$ cat src/rtl/rriot_pkg.sv
// Shared types and constants for the RRIOT interval timer: divide-select
// encoding, prescaler reload values and the address bits the timer decodes.
package rriot_pkg;

    typedef enum logic [1:0] {
        DIV1    = 2'd0,
        DIV8    = 2'd1,
        DIV64   = 2'd2,
        DIV1024 = 2'd3
    } div_sel_e;

    localparam int A_IRQEN   = 3;
    localparam int A_FLAGSEL = 0;

    // Prescaler reload is divisor-1 so that a step lands every D cycles.
    function automatic logic [9:0] div_reload(input div_sel_e d);
        logic [9:0] r;
        case (d)
            DIV1:    r = 10'd0;
            DIV8:    r = 10'd7;
            DIV64:   r = 10'd63;
            DIV1024: r = 10'd1023;
            default: r = 10'd0;
        endcase
        return r;
    endfunction

endpackage

$ cat src/rtl/rriot_timer_if.sv
// Register-access and IRQ-pin bundle between the mcs6530 core and the timer.
interface rriot_timer_if;
    logic       sel;
    logic       we_n;
    logic [3:0] A;
    logic [7:0] DI;
    logic [7:0] DO;
    logic       IRQ;
    logic       IRQ_EN;

    modport master (output sel, we_n, A, DI, input DO, IRQ, IRQ_EN);
    modport slave  (input sel, we_n, A, DI, output DO, IRQ, IRQ_EN);
endinterface

$ cat src/rtl/rriot_prescaler.sv
// Timer prescaler: holds the divide select, the prescale counter and the
// post-underflow mode bit; emits a one-cycle step pulse for the count.
module rriot_prescaler
    import rriot_pkg::*;
#(
    parameter int PRE_W = 10
) (
    input  logic     phi2,
    input  logic     rst_n,
    input  logic     load_i,
    input  div_sel_e div_i,
    input  logic     zero_i,
    output logic     step_o
);

    logic [PRE_W-1:0] pre_q, pre_d;
    div_sel_e         div_q, div_d;
    logic             post_q, post_d;

    // State register with synchronous active-low reset.
    always_ff @(posedge phi2) begin
        if (!rst_n) begin
            pre_q  <= {PRE_W{1'b0}};
            div_q  <= DIV1;
            post_q <= 1'b0;
        end else begin
            pre_q  <= pre_d;
            div_q  <= div_d;
            post_q <= post_d;
        end
    end

    // Reload on write; otherwise count down and step on zero. An underflow
    // (step with count zero) drops straight into divide-by-one mode.
    always_comb begin
        pre_d  = pre_q;
        div_d  = div_q;
        post_d = post_q;
        step_o = 1'b0;
        if (load_i) begin
            div_d  = div_i;
            pre_d  = PRE_W'(div_reload(div_i));
            post_d = 1'b0;
        end else if (pre_q != {PRE_W{1'b0}}) begin
            pre_d = pre_q - PRE_W'(1);
        end else begin
            step_o = 1'b1;
            if (post_q || zero_i) begin
                pre_d = {PRE_W{1'b0}};
            end else begin
                pre_d = PRE_W'(div_reload(div_q));
            end
            if (zero_i) begin
                post_d = 1'b1;
            end else begin
                post_d = post_q;
            end
        end
    end

endmodule

$ cat src/rtl/rriot_timer.sv
// MCS6530 interval timer: count register, underflow flag, interrupt enable,
// register access decode and the IRQ/IRQ_EN pair that takes over PB7.
module rriot_timer
    import rriot_pkg::*;
#(
    parameter int CNT_W = 8,
    parameter int PRE_W = 10
) (
    input  logic         phi2,
    input  logic         rst_n,
    rriot_timer_if.slave bus
);

    logic [CNT_W-1:0] count_q, count_d;
    logic             flag_q, flag_d;
    logic             irq_en_q, irq_en_d;
    logic             wr_s, rd_tmr_s, rd_flag_s, step_s, zero_s;

    assign wr_s      = bus.sel & ~bus.we_n;
    assign rd_tmr_s  = bus.sel &  bus.we_n & ~bus.A[A_FLAGSEL];
    assign rd_flag_s = bus.sel &  bus.we_n &  bus.A[A_FLAGSEL];
    assign zero_s    = (count_q == {CNT_W{1'b0}});

    rriot_prescaler #(.PRE_W(PRE_W)) u_pre (
        .phi2   (phi2),
        .rst_n  (rst_n),
        .load_i (wr_s),
        .div_i  (div_sel_e'(bus.A[1:0])),
        .zero_i (zero_s),
        .step_o (step_s)
    );

    // Count, flag and enable registers with synchronous active-low reset.
    always_ff @(posedge phi2) begin
        if (!rst_n) begin
            count_q  <= {CNT_W{1'b0}};
            flag_q   <= 1'b0;
            irq_en_q <= 1'b0;
        end else begin
            count_q  <= count_d;
            flag_q   <= flag_d;
            irq_en_q <= irq_en_d;
        end
    end

    // A write overrides everything; an underflow set beats a read-clear.
    always_comb begin
        count_d  = count_q;
        flag_d   = flag_q;
        irq_en_d = irq_en_q;
        if (wr_s) begin
            count_d  = CNT_W'(bus.DI);
            flag_d   = 1'b0;
            irq_en_d = bus.A[A_IRQEN];
        end else begin
            if (rd_tmr_s) begin
                flag_d   = 1'b0;
                irq_en_d = bus.A[A_IRQEN];
            end else begin
                irq_en_d = irq_en_q;
            end
            if (step_s) begin
                if (zero_s) begin
                    count_d = {CNT_W{1'b1}};
                    flag_d  = 1'b1;
                end else begin
                    count_d = count_q - CNT_W'(1);
                end
            end else begin
                count_d = count_q;
            end
        end
    end

    // Read mux; idle and write cycles return zero.
    always_comb begin
        bus.DO = 8'h00;
        if (rd_tmr_s) begin
            bus.DO = 8'(count_q);
        end else if (rd_flag_s) begin
            bus.DO = {flag_q, 7'b0000000};
        end else begin
            bus.DO = 8'h00;
        end
    end

    assign bus.IRQ    = ~(flag_q & irq_en_q);
    assign bus.IRQ_EN = irq_en_q;

endmodule

$ cat src/flat_wrapper.sv
// flat-port wrapper written by rule: the top's interface ports become plain ports
module rriot_timer_flat import rriot_pkg::*;
#(
    parameter int CNT_W = 8,
    parameter int PRE_W = 10
)
  (phi2, rst_n, bus_sel, bus_we_n, bus_A, bus_DI, bus_DO, bus_IRQ, bus_IRQ_EN);
  rriot_timer_if bus_i ();
  input  logic phi2;
  input  logic rst_n;
  input wire logic [$bits(bus_i.sel)-1:0] bus_sel;
  input wire logic [$bits(bus_i.we_n)-1:0] bus_we_n;
  input wire logic [$bits(bus_i.A)-1:0] bus_A;
  input wire logic [$bits(bus_i.DI)-1:0] bus_DI;
  output wire logic [$bits(bus_i.DO)-1:0] bus_DO;
  output wire logic [$bits(bus_i.IRQ)-1:0] bus_IRQ;
  output wire logic [$bits(bus_i.IRQ_EN)-1:0] bus_IRQ_EN;
  assign bus_i.sel = bus_sel;
  assign bus_i.we_n = bus_we_n;
  assign bus_i.A = bus_A;
  assign bus_i.DI = bus_DI;
  assign bus_DO = bus_i.DO;
  assign bus_IRQ = bus_i.IRQ;
  assign bus_IRQ_EN = bus_i.IRQ_EN;
  rriot_timer #(.CNT_W(CNT_W), .PRE_W(PRE_W)) u_core (.phi2(phi2), .rst_n(rst_n), .bus(bus_i));
endmodule
$ cat config.mk
export PLATFORM = sky130hd
export DESIGN_NAME = rriot_timer_flat
export DESIGN_NICKNAME = d
export VERILOG_FILES = /design/src/rtl/rriot_pkg.sv /design/src/rtl/rriot_timer_if.sv /design/src/rtl/rriot_prescaler.sv /design/src/rtl/rriot_timer.sv /design/src/flat_wrapper.sv
export SDC_FILE = /design/constraint.sdc
export NUM_CORES = 1
export LEC_CHECK = 0
export BUFFER_PORTS_ARGS = -buffer_cell sky130_fd_sc_hd__buf_2
export CELL_PAD_IN_SITES_DETAIL_PLACEMENT = 1
export CELL_PAD_IN_SITES_GLOBAL_PLACEMENT = 1
export CORE_ASPECT_RATIO = 0.9
export CORE_MARGIN = 5
export CORE_UTILIZATION = 40
export CTS_CLUSTER_SIZE = 10
export DETAILED_ROUTE_END_ITERATION = 8
export PLACE_DENSITY_LB_ADDON = 0.1
export SETUP_SLACK_MARGIN = 0.15
export SLEW_MARGIN = 10
export SYNTH_ARGS = -nofsm -noshare
export SYNTH_HDL_FRONTEND = slang
export SYNTH_HIERARCHICAL = 1
export SYNTH_SLANG_ARGS = --single-unit
$ cat constraint.sdc
create_clock -name phi2 -period 2.9 [get_ports phi2]
set_input_delay 0.725 -clock phi2 [delete_from_list [all_inputs] [get_ports phi2]]
set_output_delay 0.725 -clock phi2 [all_outputs]
set_load 0.005 [all_outputs]
# ---- Yosys cells after proc, flatten, opt, wreduce, memory -nomap -nowiden
# Cells that the tools add are included.
dict set report totals {
  regBits 23
  inputBits 16
  out_inout_bits 10
  wordCells 50
}
dict set report op_classes {
  add_sub_neg 2
  n_eq_ne 6
  n_mux 17
  bitwise_logic 10
  n_reduce_logical 9
}
# cell n
set op_table {}
lappend op_table {{10-bit case mux with 4 select lines} 2}
lappend op_table {{8-bit two-way mux} 5}
lappend op_table {{10-bit two-way mux} 3}
lappend op_table {{10-bit nonzero test} 1}
lappend op_table {{10-bit by 1-bit subtractor with 10-bit output (second input constant)} 1}
lappend op_table {{2-bit equality test (second input constant)} 4}
lappend op_table {{8-bit zero test} 1}
lappend op_table {{8-bit by 1-bit subtractor with 8-bit output (second input constant)} 1}
lappend op_table {{1-bit two-way mux} 7}
lappend op_table {{1-bit bitwise AND} 5}
lappend op_table {{1-bit inverter} 5}
lappend op_table {{2-bit by 1-bit equality test with 1-bit output (second input constant)} 2}
lappend op_table {{2-bit zero test} 2}
lappend op_table {{2-bit nonzero test} 2}
lappend op_table {{2-bit AND reduction} 1}
lappend op_table {{2-bit OR reduction} 1}
lappend op_table {{1-bit logical OR} 1}

# ---- Depth between registers and ports, before layout
dict set report depth {
  depth_word 5
  depth_mapped 10
  mapped_depth_nobuf 7
}

# ---- Hierarchy
# The synthesis kept the hierarchy.
# mod n_inst cells_each area_per_inst_um2 seq_area_each_um2
set modules_own_cells {}
lappend modules_own_cells {rriot_timer 1 90 730.7 200.2}
lappend modules_own_cells {rriot_prescaler 1 82 698.2 260.2}

# ---- Least setup slack after synthesis
# Ideal clock, no wire load.
dict set report synth_timing {
  kind {in2reg}
  startpoint {input port bus_we_n}
  endpoint {register u_core.count_q[7]}
  setup_time_ns 0.128
  arrival_time_ns 2.239
  required_time_ns 2.772
  slack_ns 0.532
  path_stages 10
  path_buffers 4
  cell_sequence {nand2b_1 > buf_4 > inv_2 > buf_6 > clkbuf_1 > nor2_1 > clkbuf_1 > or3_1 > o211ai_1 > a221oi_2}
}
dict set report synth_between {
  elab_chain_len 4
}
# element line_no
set synth_lines {}
lappend synth_lines {{start, declared} flat_wrapper.sv:12} ;# input wire logic [$bits(bus_i.we_n)-1:0] bus_we_n;
lappend synth_lines {{1-bit inverter} rriot_timer.sv:19} ;# assign wr_s = bus.sel & ~bus.we_n;
lappend synth_lines {{1-bit bitwise AND} rriot_timer.sv:19}
lappend synth_lines {{net u_core.wr_s} rriot_timer.sv:17} ;# logic wr_s, rd_tmr_s, rd_flag_s, step_s, zero_s;
lappend synth_lines {{1-bit two-way mux} rriot_prescaler.sv:40} ;# if (load_i) begin
lappend synth_lines {{net u_core.step_s} rriot_timer.sv:17}
lappend synth_lines {{2-bit nonzero test (no line)} -}
lappend synth_lines {{end signal, assigned} rriot_timer.sv:36} ;# count_q <= {CNT_W{1'b0}};
lappend synth_lines {{end signal, assigned} rriot_timer.sv:40} ;# count_q <= count_d;
lappend synth_lines {{end, declared} rriot_timer.sv:14} ;# logic [CNT_W-1:0] count_q, count_d;
# The timed path passes the listed nets, and every way through them passes these cells.
# A chain may end at the register's enable or synchronous reset.

# ---- Worst setup path after layout
dict set report layout_timing {
  startpoint {input port bus_A[0]}
  endpoint {output port bus_DO[2]}
}
dict set report layout_between {
  elab_chain_len 3
}
# element line_no
set layout_lines {}
lappend layout_lines {{start, declared} flat_wrapper.sv:13} ;# input wire logic [$bits(bus_i.A)-1:0] bus_A;
lappend layout_lines {{1-bit inverter} rriot_timer.sv:20} ;# assign rd_tmr_s = bus.sel & bus.we_n & ~bus.A[A_FLAGSEL];
lappend layout_lines {{1-bit bitwise AND} rriot_timer.sv:20}
lappend layout_lines {{8-bit two-way mux} rriot_timer.sv:78} ;# if (rd_tmr_s) begin
lappend layout_lines {{end, declared} flat_wrapper.sv:15} ;# output wire logic [$bits(bus_i.DO)-1:0] bus_DO;
# Every way passes these cells.

==> run metrics <==
status=finished, final reports clean; clock latency on the worst-skew pair=270 ps; Core Util, Final=0.475; Post-Synthesis Cells=172; critical path required time=2170 ps; Crit Path Max Fanout=8; hold_buf cts=0; ys flop type=dfxtp_1; largest net degree at the start of global routing=19; All-Layer GR Usage=0.171; Pre-antenna DRT Iters=4; sequential share of the synthesized area=0.322; asr flop ratio synth=0; GRT overflow=0; die height=66.7 um; DR iter-0 viols=62; worst min path class=reg2reg; num ports=26; final RePlAce weighted congestion=0.792; Distinct cells, synth=57; final WL=3720 um; Reg2Reg Launch Point=u_core/count_q[0]; Int Pwr=0.810 mW; Post-synth EDFFs=0; TritonCTS Buffers=3; Final setup viols=0; Mapped Avg Cell Area=8.31 um^2; critical path launch point type=primary input; Psw=0.593 mW; Reg clk slew, reported paths=80 ps; min-delay src=u_core/u_pre/div_q[1]; DIE WIDTH=73 um; Root Driver=clkbuf_8; Ant. Diodes=0; Leakage=0.661 nW; max-slew violations=0; Critical Setup Path Class=in2out; WHS=480 ps; r2r setup slk=700 ps; final net count=214; Syn Nets=191; Antenna Violating Nets Remaining=0; Reg2Reg Depth=7; maximum vdd drop=0.000303 V; Fmax achieved=443 MHz; Synth Register Bits=23; Worst Tran Pin Value=523 ps; end of the worst hold path=u_core/u_pre/div_q[1]; count of clock tree sinks=23; Routed WL per cell=15.6 um; Final Critical Period=2260 ps; Sw Ratio=0.422; row count=20; reg-to-reg endpoint=u_core/u_pre/pre_q[6]; Longest Clk Path Bufs=2; Cells after DPL=234; worst hold path depth=2; Seq pwr share=0.360; Synth Warn #=6; Mapped Area=1430 um^2; top post-synthesis cells by area=dfxtp_1, o21ai_0, nor3_1; Final Non-Filler Cells=238; Clk pwr share=0.148; post-DP HPWL=2880 um; DR vias=1346; initial antenna violation count=0; H-tree lvl count=1; Post-CTS Setup Bufs=0; largest area contributor in the netlist=dfxtp_1; I/O Buffers=24; Area Overhead vs Synth=13.0%; post-cts sizing count=0; core area=3400 um^2; clk_skew=1.82 ps; Comb power frac=0.492; vias in the first global route=1413; crit path DAT=1530 ps; CTS tree=built; Starting Density=0.420; total die area=4870 um^2; drt via density=5.66; final hold vios=0; Max Cap Viol=0; first-pass GRT wire length=6590 um; Setup crit end kind=primary output; Rel. slew slack=0.648; RSZ-0062 raised after global routing=no; Fin Setup TNS=0 ps; crit share post-route=0.778; ratio of cells with drive above 1 in the final layout=0.232; Power Density=868 nW/um^2; # DRC=0; Synth top area share=0.322
==> metal layers <==
metal  GRT usage  routed length [um]
met2       0.266                1560
met4      0.0530                  46
met1       0.241                1970
met3      0.0241                 131
met5           0                   0
==> state kept, by name, indices dropped and copies added, names as in the netlist <==
signal,count
u_core/u_pre/post_q,1
u_core/count_q,8
u_core/flag_q,1
u_core/u_pre/pre_q,10
u_core/bus.IRQ_EN,1
u_core/u_pre/div_q,2
==> final cells by class <==
class,count,area (um^2)
clock buffer,4,45.0
fill,450,1790
inverter,5,18.8
multi-input combinational,135,893
sequential,23,460
tap,44,55.1
timing repair buffer,27,143
==> worst max-delay path: stages <==
cell and delay, ps:
buf_2 150, and3b_1 370, and2_2 180, buf_2 100
==> power groups by stage <==
stage               Sequential, mW  Clock (mW)  Combinational [mW]
floorplan                    0.480           0               0.570
global placement             0.505           0               0.659
detailed placement           0.511           0               0.689
CTS                          0.504       0.215               0.695
global route                 0.522       0.231               0.777
finish                       0.505       0.208               0.690
==> synthesized netlist by cell type (4+ instances only) <==
master and count:
o21ai_0 14, nand2_1 13, nor3_1 10, and2_1 6, o211ai_1 6, inv_1 4, or3_1 5, dfxtp_1 23
nand3_1 6, a21oi_1 7, nor2_1 9
==> cells by family (layout without fill, tap and decap cells) <==
| family | Yosys count | count (layout) | share of synthesized area |
|---|---|---|---|
| compound gates | 48 | 48 | 0.229 |
| xor+xnor | 4 | 4 | 0.0245 |
| fa+ha+maj | 3 | 3 | 0.0263 |
| buf+inv | 14 | 36 | 0.0525 |
| flops | 23 | 23 | 0.322 |
| mux | 2 | 2 | 0.0140 |
| simple gates | 78 | 78 | 0.332 |
==> cell usage in the layout (no fill, tap or decap), drive strengths merged, types with 2 or more instances in the layout <==
| master | Yosys | layout |
|---|---|---|
| ha | 3 | 3 |
| a21boi | 4 | 4 |
| nor2b | 3 | 3 |
| nor4 | 2 | 2 |
| and2 | 8 | 8 |
| and3 | 2 | 2 |
| o21ai | 14 | 14 |
| a221oi | 2 | 2 |
| buf | 7 | 27 |
| xnor2 | 2 | 2 |
| clkbuf | 2 | 4 |
| or4 | 2 | 2 |
| o211ai | 6 | 6 |
| a211oi | 2 | 2 |
| o31ai | 4 | 4 |
| nor3 | 10 | 10 |
| nor4b | 2 | 2 |
| nand2b | 2 | 2 |
| o21a | 3 | 3 |
| mux2i | 2 | 2 |
| nor2 | 10 | 10 |
| a31oi | 2 | 2 |
| nor3b | 3 | 3 |
| a21oi | 7 | 7 |
| or3 | 5 | 5 |
| inv | 5 | 5 |
| a2bb2oi | 2 | 2 |
| nand2 | 14 | 14 |
| nand3 | 6 | 6 |
| dfxtp | 23 | 23 |
| xor2 | 2 | 2 |
==> metrics by stage <==
| step | cell area [um^2] | setup WS, ps | total power [mW] |
|---|---|---|---|
| 4_1_cts | 1620 | 626 | 1.41 |
| 3_3_place_gp | 1570 | 659 | 1.16 |
| 6_report | 1620 | 644 | 1.40 |
| 2_1_floorplan | 1430 | 532 | 1.05 |
| 5_1_grt | 1620 | 461 | 1.53 |
| 3_5_place_dp | 1570 | 624 | 1.20 |
==> worst max path at each step <==
stage                          start                 to  slack, ps
2_1_floorplan               bus_we_n  u_core/count_q[7]        530
3_3_place_gp                bus_A[0]          bus_DO[2]        660
3_5_place_dp                bus_A[0]          bus_DO[2]        620
6_report                    bus_A[0]          bus_DO[2]        640
4_1_cts                     bus_A[0]          bus_DO[2]        630
5_1_grt        u_core/u_pre/pre_q[4]  u_core/count_q[3]        460
No activity file was read; power rests on OpenSTA's default activity.
